## src/rtl/qspi_line_fetcher_pkg.sv

```systemverilog
// Shared constants, phase boundaries and FSM encoding for the QSPI line fetcher.
// Phase boundaries are cycle counts measured from the first CMD cycle.
package qspi_line_fetcher_pkg;

    localparam int          QLF_NIBBLES      = 136;
    localparam int          QLF_DUMMY_CYCLES = 8;
    localparam logic [7:0]  QLF_SPI_CMD      = 8'h6B;

    localparam int QLF_CMD_END   = 8;
    localparam int QLF_ADDR_END  = 32;
    localparam int QLF_DUMMY_END = QLF_ADDR_END + QLF_DUMMY_CYCLES;
    localparam int QLF_DATA_END  = QLF_DUMMY_END + QLF_NIBBLES;

    typedef enum logic [2:0] {
        IDLE,
        CMD,
        ADDR,
        DUMMY,
        DATA
    } qlf_state_t;

endpackage

```

## src/rtl/qspi_line_fetcher_nibble_ram.sv

```systemverilog
// Nibble line buffer: one write port, one registered read port, BANKS banks
// laid out back to back. Out-of-range reads return zero.
module qlf_nibble_ram
    import qspi_line_fetcher_pkg::*;
#(
    parameter int DEPTH = QLF_NIBBLES,
    parameter int BANKS = 1
) (
    input  logic       clk,
    input  logic       reset,
    input  logic       wr_en,
    input  logic       wr_bank,
    input  logic [7:0] wr_addr,
    input  logic [3:0] wr_data,
    input  logic       rd_bank,
    input  logic [7:0] rd_addr,
    output logic [3:0] rd_data
);

    localparam int AW = $clog2(DEPTH * BANKS);

    logic [3:0]    mem [DEPTH * BANKS];
    logic [AW-1:0] wr_idx;
    logic [AW-1:0] rd_idx;
    logic          rd_valid;
    logic [3:0]    rd_data_reg;

    always_comb begin
        wr_idx   = AW'(32'(wr_bank) * DEPTH + 32'(wr_addr));
        rd_idx   = AW'(32'(rd_bank) * DEPTH + 32'(rd_addr));
        rd_valid = (32'(rd_addr) < DEPTH);
    end

    // Storage is never reset; only the read register is.
    always_ff @(posedge clk) begin
        if (wr_en) begin
            mem[wr_idx] <= wr_data;
        end
    end

    always_ff @(posedge clk) begin
        if (!reset) begin
            rd_data_reg <= 4'h0;
        end else if (rd_valid) begin
            rd_data_reg <= mem[rd_idx];
        end else begin
            rd_data_reg <= 4'h0;
        end
    end

    assign rd_data = rd_data_reg;

endmodule

```

## src/rtl/qspi_line_fetcher.sv

```systemverilog
// Fetches one line of nibbles from a quad-output SPI flash into a local buffer.
// Define QLF_DOUBLE_BUFFER_EN for a ping-pong buffer swapped on each completed fetch.
module qspi_line_fetcher
    import qspi_line_fetcher_pkg::*;
#(
    parameter int         NIBBLES      = QLF_NIBBLES,
    parameter int         DUMMY_CYCLES = QLF_DUMMY_CYCLES,
    parameter logic [7:0] SPI_CMD      = QLF_SPI_CMD
) (
    input  logic       clk,
    input  logic       reset,
    input  logic       start,
    input  logic [6:0] line_addr,
    output logic       busy,
    output logic       done,
    output logic       spi_cs,
    output logic       spi_sclk,
    input  logic [3:0] spi_in,
    output logic       spi_out0,
    output logic       spi_dir0,
    input  logic [7:0] rd_addr,
    output logic [3:0] rd_data
);

    localparam int DUMMY_END = QLF_ADDR_END + DUMMY_CYCLES;
    localparam int DATA_END  = DUMMY_END + NIBBLES;
`ifdef QLF_DOUBLE_BUFFER_EN
    localparam int BANKS = 2;
`else
    localparam int BANKS = 1;
`endif

    qlf_state_t  state_reg, state_next;
    logic [7:0]  cyc_reg, cyc_next;
    logic [6:0]  line_reg;
    logic        done_reg;
    logic        fetch_last;
    logic [23:0] addr24;
    logic [7:0]  wr_addr;
    logic        wr_bank;
    logic        rd_bank;

    assign fetch_last = (state_reg == DATA) && (cyc_reg == 8'(DATA_END - 1));

    always_ff @(posedge clk) begin
        if (!reset) begin
            state_reg <= IDLE;
            cyc_reg   <= 8'd0;
            done_reg  <= 1'b0;
        end else begin
            state_reg <= state_next;
            cyc_reg   <= cyc_next;
            done_reg  <= fetch_last;
        end
    end

    always_ff @(posedge clk) begin
        if (!reset) begin
            line_reg <= 7'd0;
        end else if (state_reg == IDLE && start) begin
            line_reg <= line_addr;
        end
    end

    always_comb begin
        state_next = state_reg;
        cyc_next   = cyc_reg + 8'd1;
        case (state_reg)
            IDLE: begin
                cyc_next = 8'd0;
                if (start) state_next = CMD;
            end
            CMD:   if (cyc_reg == 8'(QLF_CMD_END - 1))  state_next = ADDR;
            ADDR:  if (cyc_reg == 8'(QLF_ADDR_END - 1)) state_next = DUMMY;
            DUMMY: if (cyc_reg == 8'(DUMMY_END - 1))    state_next = DATA;
            DATA: begin
                if (fetch_last) begin
                    state_next = IDLE;
                    cyc_next   = 8'd0;
                end
            end
            default: begin
                state_next = IDLE;
                cyc_next   = 8'd0;
            end
        endcase
    end

    // Line index maps to flash ADDR[12:6]; address bits go out MSB first over cyc 8..31.
    assign addr24 = {11'd0, line_reg, 6'd0};

    always_comb begin
        spi_out0 = 1'b0;
        case (state_reg)
            CMD:     spi_out0 = SPI_CMD[~cyc_reg[2:0]];
            ADDR:    spi_out0 = addr24[~cyc_reg[4:0]];
            default: spi_out0 = 1'b0;
        endcase
    end

    assign busy     = (state_reg != IDLE);
    assign spi_cs   = (state_reg != IDLE);
    assign spi_dir0 = (state_reg == DUMMY) || (state_reg == DATA);
    assign spi_sclk = ~clk;
    assign done     = done_reg;
    assign wr_addr  = cyc_reg - 8'(DUMMY_END);

`ifdef QLF_DOUBLE_BUFFER_EN
    // Bank select returns to bank 0 on reset so the read bank is deterministic.
    logic bank_reg;

    always_ff @(posedge clk) begin
        if (!reset) begin
            bank_reg <= 1'b0;
        end else if (fetch_last) begin
            bank_reg <= ~bank_reg;
        end
    end

    assign wr_bank = bank_reg;
    assign rd_bank = ~bank_reg;
`else
    assign wr_bank = 1'b0;
    assign rd_bank = 1'b0;
`endif

    qlf_nibble_ram #(
        .DEPTH (NIBBLES),
        .BANKS (BANKS)
    ) u_ram (
        .clk     (clk),
        .reset   (reset),
        .wr_en   (state_reg == DATA),
        .wr_bank (wr_bank),
        .wr_addr (wr_addr),
        .wr_data (spi_in),
        .rd_bank (rd_bank),
        .rd_addr (rd_addr),
        .rd_data (rd_data)
    );

endmodule

```

## config.mk

```make
export PLATFORM = sky130hd
export DESIGN_NAME = qspi_line_fetcher
export DESIGN_NICKNAME = d
export VERILOG_FILES = /design/src/rtl/qspi_line_fetcher_pkg.sv /design/src/rtl/qspi_line_fetcher_nibble_ram.sv /design/src/rtl/qspi_line_fetcher.sv
export SDC_FILE = /design/constraint.sdc
export NUM_CORES = 1
export LEC_CHECK = 0
export CORE_MARGIN = 1
export CORE_UTILIZATION = 45
export CTS_BUF_LIST = sky130_fd_sc_hd__clkbuf_4 sky130_fd_sc_hd__clkbuf_8 sky130_fd_sc_hd__clkbuf_16
export CTS_CLUSTER_DIAMETER = 120
export DETAILED_ROUTE_END_ITERATION = 7
export SKIP_CTS_REPAIR_TIMING = 1
export SLEW_MARGIN = 5
export SYNTH_ARGS = -nofsm -noshare
export SYNTH_HDL_FRONTEND = slang
export SYNTH_HIERARCHICAL = 1
export SYNTH_SLANG_ARGS = --single-unit
```

## constraint.sdc

```tcl
create_clock -name clk -period 2.55 [get_ports clk]
set_input_delay 0.51 -clock clk [delete_from_list [all_inputs] [get_ports clk]]
set_output_delay 0.51 -clock clk [all_outputs]
set_load 0.005 [all_outputs]
```

Word level (Yosys, flattened, before mapping):

Memories as Yosys holds them, arrays and structs flattened. A register that Yosys moved wholly into a read port is not among the register bits.
Index checks and enable logic that the tools add are counted.
Widths: inputs -> output; s select.

* flip-flop bits (word level): 19
* memory bits (writable): 544
* ROM bits: 8
* input port bits: 22
* output and inout port bits: 10
* logic and storage cells: 50
* memories: 2

Memories
* u_ram.mem: words 136, width 4, read ports 1, clocked after Yosys merged registers in 1, write ports 1, line qspi_line_fetcher_nibble_ram.sv:22 `logic [3:0] mem [DEPTH * BANKS];`
* (no name shown): words 8, width 1, read ports 1, clocked after Yosys merged registers in 0, write ports 0, line qspi_line_fetcher.sv:95 `CMD: spi_out0 = SPI_CMD[~cyc_reg[2:0]];`

* add/subtract/negate cells: 2
* magnitude comparators: 3
* equality and inequality tests: 13
* multiplexer cells: 14
* bitwise operators: 3
* reduce and logical (&&, ||, !) cells: 9

Operators by type and width (number)
* $pmux 8 s2: 1
* $mux 3: 5
* $pmux 3 s5: 1
* $ne 2x2->1 const B: 5
* $add 8x1->8 const B: 1
* $eq 8x3->1 const B: 1
* $eq 8x5->1 const B: 1
* $eq 8x6->1 const B: 1
* $eq 8x8->1 const B: 1
* $lt 8x8->1 const B: 1
* $mux 8: 1
* $sub 8x6->8 const B: 1
* $eq 3x2->1 const B: 2
* $lt 5x6->1 const B: 1
* $bmux 1 s5: 1
* $not 5->5: 1
* $reduce_and 5->1: 1
* $lt 3x4->1 const B: 1
* $mux 1: 4
* $eq 3x1->1 const B: 1
* $eq 3x3->1 const B: 1
* $logic_not 3->1: 1
* $not 3->3: 1
* $reduce_bool 3->1: 1
* other kinds (7): 8

Longest topological paths before layout:

Gate-level depths: netlist of the first run.

* depth after elaboration: 4
* depth in mapped cells: 11
* depth with buffers taken out: 10

Modules after synthesis:

The synthesis of the first run kept the hierarchy.

Modules (own cells, without submodules)
* qlf_nibble_ram: times used 1, cells each 1156, area an instance 21991.1 um^2, sequential area each 16415.7 um^2
* qspi_line_fetcher: times used 1, cells each 120, area an instance 1071.0 um^2, sequential area each 380.4 um^2

==> results of run 1 <==
==> final cells by class <==
cell class	count	area [um^2]
Clock buffer	65	1456
Fill cell	3932	22930
Multi-Input combinational cell	635	5967
Inverter	8	30.03
Clock inverter	43	414.1
Timing Repair Buffer	204	1937
Tap cell	672	840.8
Sequential cell	567	16800
==> worst max-delay path: stages (launching register included) <==
cell,delay (ns)
dfxtp_4,0.37
mux4_2,0.51
a211oi_2,0.22
o41ai_2,0.11
dlymetal6s2s_1,0.16
==> stage by stage <==
step | setup slack, ns | hold slack (ns) | power (W) | util
final | 0.07409 | 0.2411 | 0.02021 | 0.5448
after CTS | -0.3917 | 0.3325 | 0.02027 | 0.5395
after detailed placement | -0.5301 | 0.5070 | 0.01211 | 0.5035
after global placement | -0.5667 | 0.4993 | 0.01209 | 0.5035
after global routing | -0.01478 | 0.2415 | 0.02087 | 0.5448
after floorplan | 0.08939 | 0.4768 | 0.01141 | -
==> routing by layer <==
layer / up-vias / routed length [um] / GRT usage
met5: - / 0 / 0
met1: 6254 / 22800 / 0.2822
met2: 315 / 26370 / 0.3444
met4: 0 / 1116 / 0.05453
met3: 68 / 2667 / 0.03281
li1: 5482 / - / -
==> power breakdown <==
| part | switching [W] | internal [W] |
|---|---|---|
| clock network | 0.00342 | 0.00491 |
| logic | 0.000857 | 0.000722 |
| registers | 0.0000512 | 0.0102 |
==> placed cells by master, fill, tap and decap left out, drive strengths merged, types with 2 or more instances in the layout <==
| master | synthesis | layout |
|---|---|---|
| edfxtp | 544 | 544 |
| clkinv | 0 | 28 |
| o21ai | 10 | 10 |
| clkinvlp | 0 | 5 |
| nor2b | 16 | 16 |
| dfxtp | 23 | 23 |
| ha | 8 | 8 |
| a31oi | 5 | 5 |
| o22ai | 8 | 8 |
| xor2 | 10 | 10 |
| clkdlybuf4s50 | 0 | 23 |
| mux4 | 99 | 99 |
| nor2 | 165 | 165 |
| xnor2 | 11 | 11 |
| a21oi | 22 | 22 |
| dlymetal6s2s | 0 | 2 |
| clkbuf | 23 | 59 |
| a22oi | 46 | 46 |
| a211oi | 6 | 6 |
| and3 | 3 | 3 |
| buf | 45 | 185 |
| mux2 | 13 | 13 |
| conb | 1 | 4 |
| nor4 | 5 | 5 |
| nand2 | 25 | 25 |
| o21a | 2 | 2 |
| o31ai | 4 | 4 |
| o41ai | 2 | 2 |
| nand3 | 30 | 30 |
| nor3 | 10 | 10 |
| mux2i | 114 | 114 |
| bufinv | 0 | 8 |
| nand2b | 5 | 5 |
| or3b | 2 | 2 |
| inv | 9 | 10 |
==> logic make-up after synthesis <==
family / count (synthesis) / synth area share
simple gates: 268 / 0.05067
other cells: 1 / 0.0001626
mux: 226 / 0.1543
buf+inv: 77 / 0.02170
xor+xnor: 21 / 0.007975
compound gates: 108 / 0.03255
fa+ha+maj: 8 / 0.004340
flops: 567 / 0.7283
==> path summary, 6_finish.rpt <==
path / startpoint / to / slack, ns
setup / recovery: cyc_reg[0] / spi_out0 / 0.07
hold / removal: spi_in[2] / u_ram/mem[46][2] / 0.24
setup reg to reg: cyc_reg[4] / u_ram/mem[48][0] / 0.15
hold reg to reg: line_reg[2] / line_reg[2] / 0.52
==> flow_metrics.env, run 1 <==
export IMPL_clk_latency_ns=0.60
export IMPL_drt_iter0_drc=1072
export IMPL_worst_pin_slew_ns=0.6348
export IMPL_fin_setup_tns_ns=0
export IMPL_finalSetupViolations=0
export IMPL_grt_max_degree=107
export IMPL_hold_path_class="input port to register"
export IMPL_drt_wl_total_um=52950
export IMPL_power_leakage_nw=9.130
export IMPL_grt_pass1_wl_um=79760
export IMPL_cp_end_kind="output port"
export IMPL_skew_ns=0.1312
export IMPL_clockRootBuffer="clkbuf_16"
export IMPL_final_cells=2194
export IMPL_track_usage=0.2062
export IMPL_rows=82
export IMPL_dp_cells=2084
export IMPL_hpwlAfterDp_um=34720
export IMPL_syn_area_mm2=0.02306
export IMPL_drive_gt1_frac=0.2865
export IMPL_clk_pin_slew_ns=0.06
export IMPL_grt_overflow=0
export IMPL_numCtsBuffers=55
export IMPL_first_global_vias=12590
export IMPL_fp_dieArea_mm2=0.05216
export IMPL_slew_viol_final=0
export IMPL_antenna_found_initial=0
export IMPL_r2r_cells=12
export IMPL_crit_path_max_fanout=4
export IMPL_synth_edff_count=544
export IMPL_relSlewSlack=0.5738
export IMPL_hold_viol_final=0
export IMPL_area_growth_pct=19.01
export IMPL_gp_congestion=0.8052
export IMPL_outcome="finished, final reports clean"
export IMPL_vias=12120
export IMPL_die_width_um=228.4
export IMPL_viasPerCell=5.524
export IMPL_stdcell_area_mm2=0.02745
export IMPL_postSynthAreaPerCell_um2=18.07
export IMPL_vdd_drop_max_uv=553.8
export IMPL_yosysTopAreaCellShare=0.7083
export IMPL_synthArstFlopShare=0
export IMPL_cp_arrival_ns=1.97
export IMPL_min_period_over_period=0.9709
export IMPL_power_density_mw_per_mm2=736.3
export IMPL_synth_common_cells="edfxtp_1 (544), nor2_1 (165), mux2i_1 (114)"
export IMPL_place_area_mm2=0.02536
export IMPL_final_nets=1508
export IMPL_ys_flop_type="edfxtp_1"
export IMPL_cap_violations=0
export IMPL_ys_ff_latch=567
export IMPL_synth_area_leader_cell="edfxtp_1"
export IMPL_die_h_um=228.4
export IMPL_ys_seq_area_frac=0.7283
export IMPL_synth_cell_type_count=50
export IMPL_drtAntennaViolNets=0
export IMPL_cp_required_ns=2.04
export IMPL_wl_per_cell_um=24.13
export IMPL_fin_crit_ns=2.476
export IMPL_first_pass_iters=5
export IMPL_synth_most_common_cell="edfxtp_1"
export IMPL_min_path_cells=1
export IMPL_worst_setup_path_type="register to output port"
export IMPL_yosysWarnings=6
export IMPL_boundaryPins=32
export IMPL_synthCells=1276
export IMPL_clock_fmax_mhz=403.9
export IMPL_cts_max_path_buffers=3
export IMPL_cts_tree="built"
export IMPL_cts_htree_levels=2
export IMPL_initial_utilization=0.4578
export IMPL_setup_worst_path_start_class="register"
export IMPL_largest_register_ffs=544
export IMPL_coreArea_mm2=0.05038
export IMPL_num_antenna_cells=0
export IMPL_drc=0
export IMPL_port_buffer_count=31
export IMPL_synthTopCellsByArea="edfxtp_1 (71%), mux4_2 (8.6%), mux2i_1 (4.9%), nor2_1 (2.7%), dfxtp_1 (2.0%)"
Power figures use the tool's default switching activity.
==> run 2: changes to the inputs <==
- CAP_MARGIN: unset -> 25
- CTS_CLUSTER_DIAMETER: 120 -> 50
- TNS_END_PERCENT: unset -> 1
==> flow_metrics.env, run 2 (synthesis results as in run 1) <==
export IMPL_min_path_cells=1
export IMPL_coreArea_mm2=0.05038
export IMPL_worst_path_buf_inv=1
export IMPL_cts_tree="built"
export IMPL_fin_setup_tns_ns=0
export IMPL_cp_required_ns=2.04
export IMPL_drt_wl_total_um=53160
export IMPL_drc=0
export IMPL_initial_utilization=0.4578
export IMPL_power_density_mw_per_mm2=762.8
export IMPL_path_delay_family="multiplexers"
export IMPL_cap_violations=0
export IMPL_cpMaxStageDelayCell="mux4_2"
export IMPL_startpoint="cyc_reg[0]"
export IMPL_finalSetupViolations=0
export IMPL_grt_overflow=0
export IMPL_fin_crit_ns=2.501
export IMPL_hpwlAfterDp_um=34720
export IMPL_num_antenna_cells=0
export IMPL_drive_gt1_frac=0.3059
export IMPL_fin_ws_ns=0.04881
export IMPL_power_leakage_nw=9.249
export IMPL_final_nets=1512
export IMPL_clockRootBuffer="clkbuf_16"
export IMPL_gp_congestion=0.8052
export IMPL_fin_hold_ws_ns=0.2713
export IMPL_drt_iter0_drc=992
export IMPL_wl_per_cell_um=24.11
export IMPL_first_pass_iters=4
export IMPL_reg2reg_from="cyc_reg[4]"
export IMPL_slew_viol_final=0
export IMPL_crit_path_max_fanout=4
export IMPL_mostFrequentLayoutCell="edfxtp_1"
export IMPL_largest_register_ffs=544
export IMPL_r2r_cells=11
export IMPL_reg2reg_setup_slack_ns=0.06
export IMPL_cts_max_path_buffers=3
export IMPL_die_width_um=228.4
export IMPL_fp_dieArea_mm2=0.05216
export IMPL_cp_arrival_ns=1.99
export IMPL_min_from="spi_in[2]"
export IMPL_relSlewSlack=0.5399
export IMPL_hold_end="u_ram/mem[38][2]"
export IMPL_min_period_over_period=0.9809
export IMPL_grt_max_degree=107
export IMPL_clk_latency_ns=0.70
export IMPL_worst_setup_path_type="register to output port"
export IMPL_drtAntennaViolNets=0
export IMPL_vdd_drop_max_uv=540.8
export IMPL_grt_pass1_wl_um=79590
export IMPL_clock_fmax_mhz=399.8
export IMPL_antenna_found_initial=0
export IMPL_rows=82
export IMPL_cts_htree_levels=2
export IMPL_skew_ns=0.09026
export IMPL_setup_worst_path_start_class="register"
export IMPL_clk_pin_slew_ns=0.06
export IMPL_dp_slack_ns=-0.5301
export IMPL_hold_viol_final=0
export IMPL_first_global_vias=12670
export IMPL_hold_path_class="input port to register"
export IMPL_crit_chain="mux4_2, a211oi_2, o41ai_2, dlymetal6s2s_1"
export IMPL_layout_common_cells="edfxtp_1 (544), buf_4 (155), mux2i_1 (114)"
export IMPL_rsz0062_at_grt="yes"
export IMPL_worst_pin_slew_ns=0.6852
export IMPL_die_h_um=228.4
export IMPL_slowest_delay_ns=0.52
export IMPL_vias=12150
export IMPL_boundaryPins=32
export IMPL_cp_end_kind="output port"
export IMPL_track_usage=0.2064
export IMPL_numCtsBuffers=60
export IMPL_area_growth_pct=20.27
export IMPL_outcome="finished, final reports clean"
export IMPL_power_w=0.02116
export IMPL_port_buffer_count=31
export IMPL_r2r_end="u_ram/mem[48][0]"
export IMPL_viasPerCell=5.511
run 2: cell count changes in the layout (fill, tap and decap cells not counted), sizes merged:
cell	delta
buf	-1
bufinv	+1
clkbuf	+8
clkinv	-4
inv	+7
run 2: report_power, final:
group          internal [W]  leakage, nW  switching (W)
combinational      0.000722         3.10       0.000859
sequential           0.0102         5.08      0.0000505
clock               0.00558         1.08        0.00370
run 2: stage by stage:
| stage | instance area, um^2 | std cells | util |
|---|---|---|---|
| floorplan | 23070 | 1279 | - |
| global placement | 25360 | 2084 | 0.5035 |
| detailed placement | 25360 | 2084 | 0.5035 |
| CTS | 27450 | 2197 | 0.5449 |
| global route | 27740 | 2205 | 0.5506 |
| finish | 27740 | 2205 | 0.5506 |
run 2: metal layers:
| metal | vias up | track usage | part of all wire |
|---|---|---|---|
| met3 | 79 | 0.04092 | 0.054 |
| li1 | 5514 | - | - |
| met2 | 286 | 0.3432 | 0.50 |
| met5 | - | 0 | 0 |
| met1 | 6272 | 0.2751 | 0.43 |
| met4 | 0 | 0.06229 | 0.020 |
run 2: area by class of cell:
type	count	area [um^2]
Fill cell	3900	22640
Sequential cell	567	16800
Multi-Input combinational cell	635	6002
Timing Repair Buffer	200	1898
Clock buffer	76	1644
Tap cell	672	840.8
Clock inverter	47	520.5
Inverter	8	30.03
run 2: worst max-delay path by stage:
stage                     slack (ns)  cells after the start               end
after floorplan                 0.09                      9  u_ram/rd_data[0]
after global placement         -0.57                     10  u_ram/rd_data[2]
after detailed placement       -0.53                      9  u_ram/rd_data[0]
after CTS                      -0.41                      4          spi_out0
after global routing           -0.09                     11  u_ram/mem[48][0]
final                           0.05                      4          spi_out0
==> run 3: changes to the inputs <==
- CAP_MARGIN: 25 -> 30
==> results of run 3 <==
Same layout as run 2: the final DEF is identical, and so are final timing and power.
